[src/rtl/video_timing_prog_if.sv]
// Configuration bus for the programmable raster timing generator.
// The host side drives shadow-register writes and observes the pending flag.
interface video_timing_prog_if #(
  parameter int COORD_WIDTH = 11
);
  logic                   i_cfg_wr;
  logic [3:0]             i_cfg_addr;
  logic [COORD_WIDTH-1:0] i_cfg_wdata;
  logic                   o_cfg_pending;

  modport master (
    output i_cfg_wr,
    output i_cfg_addr,
    output i_cfg_wdata,
    input  o_cfg_pending
  );

  modport slave (
    input  i_cfg_wr,
    input  i_cfg_addr,
    input  i_cfg_wdata,
    output o_cfg_pending
  );
endinterface

[src/rtl/video_timing_prog.sv]
// Programmable raster timing generator. A shadow bank takes run-time writes
// and is copied into the active bank only at the end of a frame (or on every
// edge while disabled), so a mode change never tears a frame. All raster
// outputs travel through PIPE_DELAY register stages to match fetch latency.
module video_timing_prog #(
  parameter int COORD_WIDTH = 11,
  parameter int PIPE_DELAY  = 2,
  parameter int HLINE       = 640,
  parameter int HBACK       = 48,
  parameter int HFRONT      = 16,
  parameter int HPULSE      = 96,
  parameter int VLINE       = 480,
  parameter int VBACK       = 33,
  parameter int VFRONT      = 10,
  parameter int VPULSE      = 2,
  parameter bit HSPOL       = 1'b0,
  parameter bit VSPOL       = 1'b0
) (
  input  logic                   i_clock,
  input  logic                   i_reset_n,
  input  logic                   i_enable,
  video_timing_prog_if.slave     cfg,
  output logic                   o_hsync,
  output logic                   o_vsync,
  output logic                   o_hblank,
  output logic                   o_vblank,
  output logic                   o_data_enable,
  output logic [COORD_WIDTH-1:0] o_pos_x,
  output logic [COORD_WIDTH-1:0] o_pos_y,
  output logic                   o_line_start,
  output logic                   o_frame_start,
  output logic                   o_vblank_start
);

  localparam int W = COORD_WIDTH;
  localparam logic [W-1:0] ONE = W'(1);

  typedef struct packed {
    logic [W-1:0] hline;
    logic [W-1:0] hback;
    logic [W-1:0] hfront;
    logic [W-1:0] hpulse;
    logic [W-1:0] vline;
    logic [W-1:0] vback;
    logic [W-1:0] vfront;
    logic [W-1:0] vpulse;
    logic         hspol;
    logic         vspol;
  } timing_t;

  typedef struct packed {
    logic         hsync;
    logic         vsync;
    logic         hblank;
    logic         vblank;
    logic         de;
    logic [W-1:0] pos_x;
    logic [W-1:0] pos_y;
    logic         line_start;
    logic         frame_start;
    logic         vblank_start;
  } raster_t;

  localparam timing_t TIMING_RST = '{
    hline:  W'(HLINE),  hback:  W'(HBACK),  hfront: W'(HFRONT), hpulse: W'(HPULSE),
    vline:  W'(VLINE),  vback:  W'(VBACK),  vfront: W'(VFRONT), vpulse: W'(VPULSE),
    hspol:  HSPOL,      vspol:  VSPOL
  };

  localparam raster_t IDLE_RST = '{
    hsync: ~HSPOL, vsync: ~VSPOL, hblank: 1'b1, vblank: 1'b1, de: 1'b0,
    pos_x: '0, pos_y: '0, line_start: 1'b0, frame_start: 1'b0, vblank_start: 1'b0
  };

  timing_t      shadow;
  timing_t      active;
  logic         pending;
  logic [W-1:0] h;
  logic [W-1:0] v;

  logic [W-1:0] htotal;
  logic [W-1:0] vtotal;
  logic [W-1:0] h_act_start;
  logic [W-1:0] h_act_end;
  logic [W-1:0] v_act_start;
  logic [W-1:0] v_act_end;
  logic         h_last;
  logic         v_last;
  logic         commit;

  raster_t      raster_p0;
  raster_t      pipe_p [1:PIPE_DELAY];

  // Raster geometry derived from the active bank, in counter-width arithmetic.
  always_comb begin
    h_act_start = active.hpulse + active.hback;
    h_act_end   = h_act_start + active.hline;
    htotal      = h_act_end + active.hfront;
    v_act_start = active.vpulse + active.vback;
    v_act_end   = v_act_start + active.vline;
    vtotal      = v_act_end + active.vfront;
    h_last      = (h == htotal - ONE);
    v_last      = (v == vtotal - ONE);
    commit      = ~i_enable | (h_last & v_last);
  end

  // Pixel and line counters; held at the origin while disabled.
  always_ff @(posedge i_clock or negedge i_reset_n) begin
    if (!i_reset_n) begin
      h <= '0;
      v <= '0;
    end else if (!i_enable) begin
      h <= '0;
      v <= '0;
    end else if (h_last) begin
      h <= '0;
      v <= v_last ? '0 : v + ONE;
    end else begin
      h <= h + ONE;
    end
  end

  // Shadow/active banks: the commit copies the pre-write shadow, so a write
  // landing on the commit edge stays pending for the following frame.
  always_ff @(posedge i_clock or negedge i_reset_n) begin
    if (!i_reset_n) begin
      shadow  <= TIMING_RST;
      active  <= TIMING_RST;
      pending <= 1'b0;
    end else begin
      if (commit) begin
        active  <= shadow;
        pending <= 1'b0;
      end
      if (cfg.i_cfg_wr && (cfg.i_cfg_addr <= 4'd8)) begin
        pending <= 1'b1;
        case (cfg.i_cfg_addr)
          4'd0:    shadow.hline  <= cfg.i_cfg_wdata;
          4'd1:    shadow.hback  <= cfg.i_cfg_wdata;
          4'd2:    shadow.hfront <= cfg.i_cfg_wdata;
          4'd3:    shadow.hpulse <= cfg.i_cfg_wdata;
          4'd4:    shadow.vline  <= cfg.i_cfg_wdata;
          4'd5:    shadow.vback  <= cfg.i_cfg_wdata;
          4'd6:    shadow.vfront <= cfg.i_cfg_wdata;
          4'd7:    shadow.vpulse <= cfg.i_cfg_wdata;
          default: {shadow.vspol, shadow.hspol} <= cfg.i_cfg_wdata[1:0];
        endcase
      end
    end
  end

  assign cfg.o_cfg_pending = pending;

  // ---- stage 0: decode counters against the active bank ----
  // Raster decode; idle values at the programmed polarity while disabled.
  always_comb begin
    raster_p0              = '0;
    raster_p0.hsync        = ~active.hspol;
    raster_p0.vsync        = ~active.vspol;
    raster_p0.hblank       = 1'b1;
    raster_p0.vblank       = 1'b1;
    if (i_enable) begin
      raster_p0.hsync        = (h < active.hpulse) ? active.hspol : ~active.hspol;
      raster_p0.vsync        = (v < active.vpulse) ? active.vspol : ~active.vspol;
      raster_p0.hblank       = (h < h_act_start) || (h >= h_act_end);
      raster_p0.vblank       = (v < v_act_start) || (v >= v_act_end);
      raster_p0.de           = ~raster_p0.hblank & ~raster_p0.vblank;
      raster_p0.pos_x        = raster_p0.hblank ? '0 : h - h_act_start;
      raster_p0.pos_y        = raster_p0.vblank ? '0 : v - v_act_start;
      raster_p0.line_start   = (h == '0);
      raster_p0.frame_start  = (h == '0) && (v == '0);
      raster_p0.vblank_start = (h == '0) && (v == v_act_end);
    end
  end

  // ---- stages 1..PIPE_DELAY: output alignment pipeline ----
  // Shift register for the whole raster bundle; reset drains to idle.
  always_ff @(posedge i_clock or negedge i_reset_n) begin
    if (!i_reset_n) begin
      for (int i = 1; i <= PIPE_DELAY; i++) pipe_p[i] <= IDLE_RST;
    end else begin
      pipe_p[1] <= raster_p0;
      for (int i = 2; i <= PIPE_DELAY; i++) pipe_p[i] <= pipe_p[i-1];
    end
  end

  assign o_hsync        = pipe_p[PIPE_DELAY].hsync;
  assign o_vsync        = pipe_p[PIPE_DELAY].vsync;
  assign o_hblank       = pipe_p[PIPE_DELAY].hblank;
  assign o_vblank       = pipe_p[PIPE_DELAY].vblank;
  assign o_data_enable  = pipe_p[PIPE_DELAY].de;
  assign o_pos_x        = pipe_p[PIPE_DELAY].pos_x;
  assign o_pos_y        = pipe_p[PIPE_DELAY].pos_y;
  assign o_line_start   = pipe_p[PIPE_DELAY].line_start;
  assign o_frame_start  = pipe_p[PIPE_DELAY].frame_start;
  assign o_vblank_start = pipe_p[PIPE_DELAY].vblank_start;

endmodule

[src/flat_wrapper.sv]
// flat-port wrapper written by rule: the top's interface ports become plain ports
module video_timing_prog_flat 
#(
  parameter int COORD_WIDTH = 11,
  parameter int PIPE_DELAY  = 2,
  parameter int HLINE       = 640,
  parameter int HBACK       = 48,
  parameter int HFRONT      = 16,
  parameter int HPULSE      = 96,
  parameter int VLINE       = 480,
  parameter int VBACK       = 33,
  parameter int VFRONT      = 10,
  parameter int VPULSE      = 2,
  parameter bit HSPOL       = 1'b0,
  parameter bit VSPOL       = 1'b0
)
  (i_clock, i_reset_n, i_enable, o_hsync, o_vsync, o_hblank, o_vblank, o_data_enable, o_pos_x, o_pos_y, o_line_start, o_frame_start, o_vblank_start, cfg_i_cfg_wr, cfg_i_cfg_addr, cfg_i_cfg_wdata, cfg_o_cfg_pending);
  video_timing_prog_if #(.COORD_WIDTH(COORD_WIDTH)) cfg_i ();
  input  logic i_clock;
  input  logic i_reset_n;
  input  logic i_enable;
  output logic o_hsync;
  output logic o_vsync;
  output logic o_hblank;
  output logic o_vblank;
  output logic o_data_enable;
  output logic [COORD_WIDTH-1:0] o_pos_x;
  output logic [COORD_WIDTH-1:0] o_pos_y;
  output logic o_line_start;
  output logic o_frame_start;
  output logic o_vblank_start;
  input wire logic [$bits(cfg_i.i_cfg_wr)-1:0] cfg_i_cfg_wr;
  input wire logic [$bits(cfg_i.i_cfg_addr)-1:0] cfg_i_cfg_addr;
  input wire logic [$bits(cfg_i.i_cfg_wdata)-1:0] cfg_i_cfg_wdata;
  output wire logic [$bits(cfg_i.o_cfg_pending)-1:0] cfg_o_cfg_pending;
  assign cfg_i.i_cfg_wr = cfg_i_cfg_wr;
  assign cfg_i.i_cfg_addr = cfg_i_cfg_addr;
  assign cfg_i.i_cfg_wdata = cfg_i_cfg_wdata;
  assign cfg_o_cfg_pending = cfg_i.o_cfg_pending;
  video_timing_prog #(.COORD_WIDTH(COORD_WIDTH), .PIPE_DELAY(PIPE_DELAY), .HLINE(HLINE), .HBACK(HBACK), .HFRONT(HFRONT), .HPULSE(HPULSE), .VLINE(VLINE), .VBACK(VBACK), .VFRONT(VFRONT), .VPULSE(VPULSE), .HSPOL(HSPOL), .VSPOL(VSPOL)) u_core (.i_clock(i_clock), .i_reset_n(i_reset_n), .i_enable(i_enable), .cfg(cfg_i), .o_hsync(o_hsync), .o_vsync(o_vsync), .o_hblank(o_hblank), .o_vblank(o_vblank), .o_data_enable(o_data_enable), .o_pos_x(o_pos_x), .o_pos_y(o_pos_y), .o_line_start(o_line_start), .o_frame_start(o_frame_start), .o_vblank_start(o_vblank_start));
endmodule
[config.mk]
export PLATFORM = sky130hd
export DESIGN_NAME = video_timing_prog_flat
export DESIGN_NICKNAME = d
export VERILOG_FILES = /design/src/rtl/video_timing_prog_if.sv /design/src/rtl/video_timing_prog.sv /design/src/flat_wrapper.sv
export SDC_FILE = /design/constraint.sdc
export NUM_CORES = 1
export LEC_CHECK = 0
export BUFFER_PORTS_ARGS = -buffer_cell sky130_fd_sc_hd__buf_2
export CORE_AREA = 5 5 194 140
export CTS_CLUSTER_DIAMETER = 200
export CTS_CLUSTER_SIZE = 24
export DETAILED_ROUTE_END_ITERATION = 6
export DIE_AREA = 0 0 199 145
export PLACE_DENSITY = 0.82
export SETUP_SLACK_MARGIN = 0.05
export SYNTH_ARGS = -nofsm -noshare
export SYNTH_HDL_FRONTEND = slang
export SYNTH_SLANG_ARGS = --single-unit
[constraint.sdc]
create_clock -name i_clock -period 6 [get_ports i_clock]
set_input_delay 1.2 -clock i_clock [delete_from_list [all_inputs] [get_ports i_clock]]
set_output_delay 1.2 -clock i_clock [all_outputs]
set_load 0.03 [all_outputs]
=== Word-level counts from Yosys, hierarchy flattened ===
Cells that the tools add are included.

* Bits in registers: 263
* Input bits: 19
* Output and inout port bits: 31
* Word-level logic and storage cells: 113

* Add/subtract/negate cells: 12
* $lt $le $gt $ge: 7
* Equal/unequal tests: 11
* Muxes and demuxes: 12
* Bitwise gates (word level): 9
* Reductions and logical operators: 19

{| class="wikitable"
|+ Operator list
! operator !! count
|-
| two-way mux 11 bit || 7
|-
| adder 11 bit || 6
|-
| less-than comparator 11 bit || 4
|-
| == test 11 bit || 3
|-
| two-way mux 30 bit || 1
|-
| adder 11 x 1 -> 11 bit (second input constant) || 2
|-
| >= comparator 11 bit || 2
|-
| zero test 11 bit || 2
|-
| subtractor 11 x 1 -> 11 bit (second input constant) || 2
|-
| subtractor 11 bit || 2
|-
| AND reduction 2 bit || 9
|-
| == test 4 x 3 -> 1 bit (second input constant) || 4
|-
| == test 4 x 2 -> 1 bit (second input constant) || 2
|-
| OR reduction 8 bit || 1
|-
| inverter 1 bit || 6
|-
| == test 4 x 1 -> 1 bit (second input constant) || 1
|-
| less-or-equal comparator 4 bit (second input constant) || 1
|-
| zero test 4 bit || 1
|-
| two-way mux 1 bit || 4
|-
| logical AND 1 bit || 3
|-
| AND 1 bit || 2
|-
| logical OR 1 bit || 2
|-
| inequality test 2 x 1 -> 1 bit (second input constant) || 1
|-
| nonzero test 2 bit || 1
|-
| bitwise OR 1 bit || 1
|}

=== Longest topological paths before layout ===
* Depth in word-level cells: 9
* Mapped depth: 26
* Mapped depth without buffers: 24

=== Least setup slack after synthesis ===
OpenSTA, ideal clock, no wires.

* Kind: reg-to-reg
* From: register u_core.active[2] (netlist name)
* To: register u_core.active[0] (netlist name)
* Arrival time: 5,227 ps
* Required time: 5,875 ps
* Path slack: 648 ps
* Stages on the path, launching flop included: 25
* Clock period less this slack: 5,352 ps
* Cell sequence: dfrtp_1 ha_1 fa_1 a21o_1 and4_4 a2111oi_4 xnor2_1 ha_1 o21ai_0 nor2_1 o41a_1 nor2_1 xnor2_1 or2_2 ha_1 and2_1 o21ai_0 o21ai_0 a211oi_1 xnor3_1 nor4_1 a31oi_1 buf_6 buf_12 mux2_4

* Word-level cells in the longest chain between the ends: 7

{| class="wikitable"
|+ Ends and longest elaborated chain
! item !! RTL line !! RTL
|-
| start: declaration || video_timing_prog.sv:76 || <nowiki>timing_t active;</nowiki>
|-
| start signal: assignment || video_timing_prog.sv:132 || <nowiki>active <= shadow;</nowiki>
|-
| adder 11 bit || video_timing_prog.sv:99 || <nowiki>v_act_start = active.vpulse + active.vback;</nowiki>
|-
| adder 11 bit || video_timing_prog.sv:100 || <nowiki>v_act_end = v_act_start + active.vline;</nowiki>
|-
| adder 11 bit || video_timing_prog.sv:101 || <nowiki>vtotal = v_act_end + active.vfront;</nowiki>
|-
| subtractor 11 x 1 -> 11 bit || video_timing_prog.sv:103 || <nowiki>v_last = (v == vtotal - ONE);</nowiki>
|-
| == test 11 bit || video_timing_prog.sv:103 ||
|-
| AND 1 bit || video_timing_prog.sv:104 || <nowiki>commit = ~i_enable | (h_last & v_last);</nowiki>
|-
| bitwise OR 1 bit || video_timing_prog.sv:104 ||
|}

No other way between the ends.
A chain may end at the register's enable or synchronous reset.

=== Worst setup path after layout ===
* From: register u_core.active[2] (netlist name)
* To: register u_core.active[63] (netlist name)

The elaborated chain is that of the path after synthesis.

==> reports/metrics.cfg <==
[outcome]
outcome = completed

[worst_setup_path]
cpMostUsedCell = ha_4
cp-start-kind = flip-flop
path_max_fanout = 6
critPathKind = flip-flop to flip-flop
worst_ep_required_time_ns = 6.39
slowest_delay_ns = 0.42
arrival_ns = 6.34
crit_slowest_cell = dfrtp_1
rrSetupSlack_ns = 0.06
crit_path_end_kind = flip-flop

[synthesis]
netlist.area_leader.share = 0.360
synth-simple-area-share = 0.0835
synth_area_leaders = dfrtp_1 (36%), ha_1 (11%), mux2_4 (8.7%), dfstp_2 (6.8%), mux2_2 (6.7%)
synthCells = 1339
synth_compound_area_frac = 0.0907
synthesis.nets = 1508
ys_ff_latch = 263
async_flop_share = 1.00
syn_area_sq_um = 15500
yosys_warnings = 0
syn_avg_cell_area_sq_um = 11.6
synth_fa_ha_area_frac = 0.125
muxShareOfSynthArea = 0.155
ys_types = 68
synth_top_area_cell = dfrtp_1
yosys_most_used_dff = dfrtp_1
ys_seq_area_frac = 0.428
synth_xor_area_frac = 0.0605
synth_edf_count = 0
synth_top_family_by_area = multiplexers

[cts]
insertion_delay_ns = 0.51
clk_pin_slew_ns = 0.10
cts_buffers = 14
cts.sink_count = 263
cts_max_level = 1
root_buffer = clkbuf_16
cts_hold_buf = 0
cts_tree = done
cts_buffer_depth = 3

[place]
place.gp.congestion = 0.938
dp_hpwl_um = 24100
portBuffers = 49
dpl-instance-area_sq_um = 15900

[die]
dieArea_sq_um = 28900
io_pins = 50
die_h_um = 145
start_util = 0.617
dieWidth_um = 199
rows = 49
core_area_sq_um = 25100

[sta]
period_share = 0.990
fmax_ghz = 0.168
timing.final.max_slew_violations = 0
period_minus_slack_ns = 5.94
setup_viol = 0
tightest_slew_ns = 1.14
rsz0062_at_grt = yes
fin_skew_ns = 0.0280
hold_violations = 0
slew_headroom = 0.237

[route]
drt-total-wl_um = 34900
avgRoutedWirePerCell_um = 20.2
ant_nets = 0
viasPerCell = 5.94
drt_iter0_drc = 825
via_count = 10242
drc_errors = 0
first_pass_iters = 5

[grt]
grt_pass1_vias = 9864
grt_start_max_net_pins = 138
gr-total-overflow = 0
track_usage = 0.226
antenna_found_initial = 0
grt_pass1_wl_um = 52900

[final_layout]
diodes = 0
area_delta_synth_final_pct = 9.44
nets = 1553
final_util = 0.675
final_area_sq_um = 17000
drive_gt1_frac = 0.279

[run]
drv_cap = 0

[hold_path]
hp-class = flip-flop to flip-flop

[cell usage after synthesis, drive strengths merged, types with 5 or more instances]
master	number
a31oi	5
o21bai	17
fa	8
nand3b	5
nand4	8
nor4	8
dfstp	40
nand2b	11
or4	5
o21ai	38
nor2	76
a211oi	8
and3	15
buf	35
a21o	16
nand3	24
dfrtp	223
o41ai	12
xnor2	66
xor2	35
inv	116
nor2b	13
clkbuf	22
a21boi	13
a21oi	54
nor3	31
nand2	42
a32oi	9
mux2	182
o21a	9
ha	142
[cells in the final DEF, fill, tap and decap left out, types with 5 or more instances in the layout]
cell type	n
a21oi_1	42
nand4_1	8
dfstp_2	40
inv_1	115
o41ai_1	9
o21ai_0	29
mux2_4	90
a21o_1	16
o21bai_1	16
and3_1	15
fa_1	6
nand3b_1	5
nor3_1	30
dfrtp_1	223
a211oi_1	6
xnor2_1	56
ha_4	6
o21a_1	9
a32oi_1	9
mux2_2	92
nand2_1	40
nand3_1	23
clkbuf_16	18
o21ai_1	6
xor2_1	31
a21boi_0	13
a21oi_2	10
nand2b_1	11
buf_4	24
ha_1	134
clkbuf_1	9
nor2_1	75
xnor2_2	10
nor4_1	6
nor2b_1	13
buf_2	48
[critical path, delay by kind of cell (launching register included)]
family	cells	cell delay, ns
xor+xnor	3	0.63
mux	1	0.31
fa+ha+maj	5	1.38
compound gates	7	1.37
simple gates	5	0.89
buf+inv	5	0.80
flops	1	0.42
[state kept, by name, indices dropped and copies added, names as in the netlist, 11 cells and up]
signal,count
u_core.shadow,90
u_core.o_pos_x,11
u_core.v,11
u_core.pipe_p,30
u_core.h,11
u_core.active,90
u_core.o_pos_y,11
[area by class of cell]
type / count / area [sq um]
clock inverters: 1 / 16.3
clock buffers: 23 / 384
repair buffers: 86 / 746
inverters: 116 / 435
well taps: 331 / 414
fillers: 1777 / 8170
multi-input cells: 903 / 8340
flip-flops and latches: 263 / 6630
[kinds of logic after synthesis]
kind of cell	after synthesis
xor+xnor	103
compound gates	207
buf+inv	173
simple gates	259
flops	263
fa+ha+maj	150
mux	184
[per-layer routing]
metal / vias up / wire length [um] / global-route usage
li1: 4773 / - / -
met2: 319 / 15100 / 0.327
met3: 48 / 2690 / 0.0357
met1: 5102 / 16300 / 0.366
met4: 0 / 776 / 0.0373
met5: - / 0 / 0
[metrics by stage]
| step | instances | hold slack, ns | setup slack [ns] | setup TNS, ns |
|---|---|---|---|---|
| after floorplan | 1339 | 0.331 | 0.648 | 0 |
| after global placement | 1675 | 0.332 | 0.201 | 0 |
| after detailed placement | 1675 | 0.335 | -0.00574 | -0.0196 |
| after CTS | 1704 | 0.351 | 0.0778 | 0 |
| after global routing | 1723 | 0.361 | -0.182 | -13.89 |
| final | 1723 | 0.350 | 0.0591 | 0 |
[final timing paths]
check,startpoint,to,cells after the start
max,u_core.active[2],u_core.active[63],26
min,u_core.pipe_p[39],u_core.o_pos_y[6],0
max reg2reg,u_core.active[2],u_core.active[63],26
min reg2reg,u_core.pipe_p[39],u_core.o_pos_y[6],0
max in group asynchronous,i_reset_n,u_core.active[70],2
min in group asynchronous,i_reset_n,u_core.o_pos_y[1],1
[timing repair]
action                                  CTS  global route
pin swaps                                 4            27
setup buffers                             3            14
resized for setup                         6            62
cloned                                    2             5
endpoints found under the setup margin   91           111
Power is left out: the tool's default activity adds up to more than one toggle a clock period on the data nets, which glitch-free logic cannot reach.
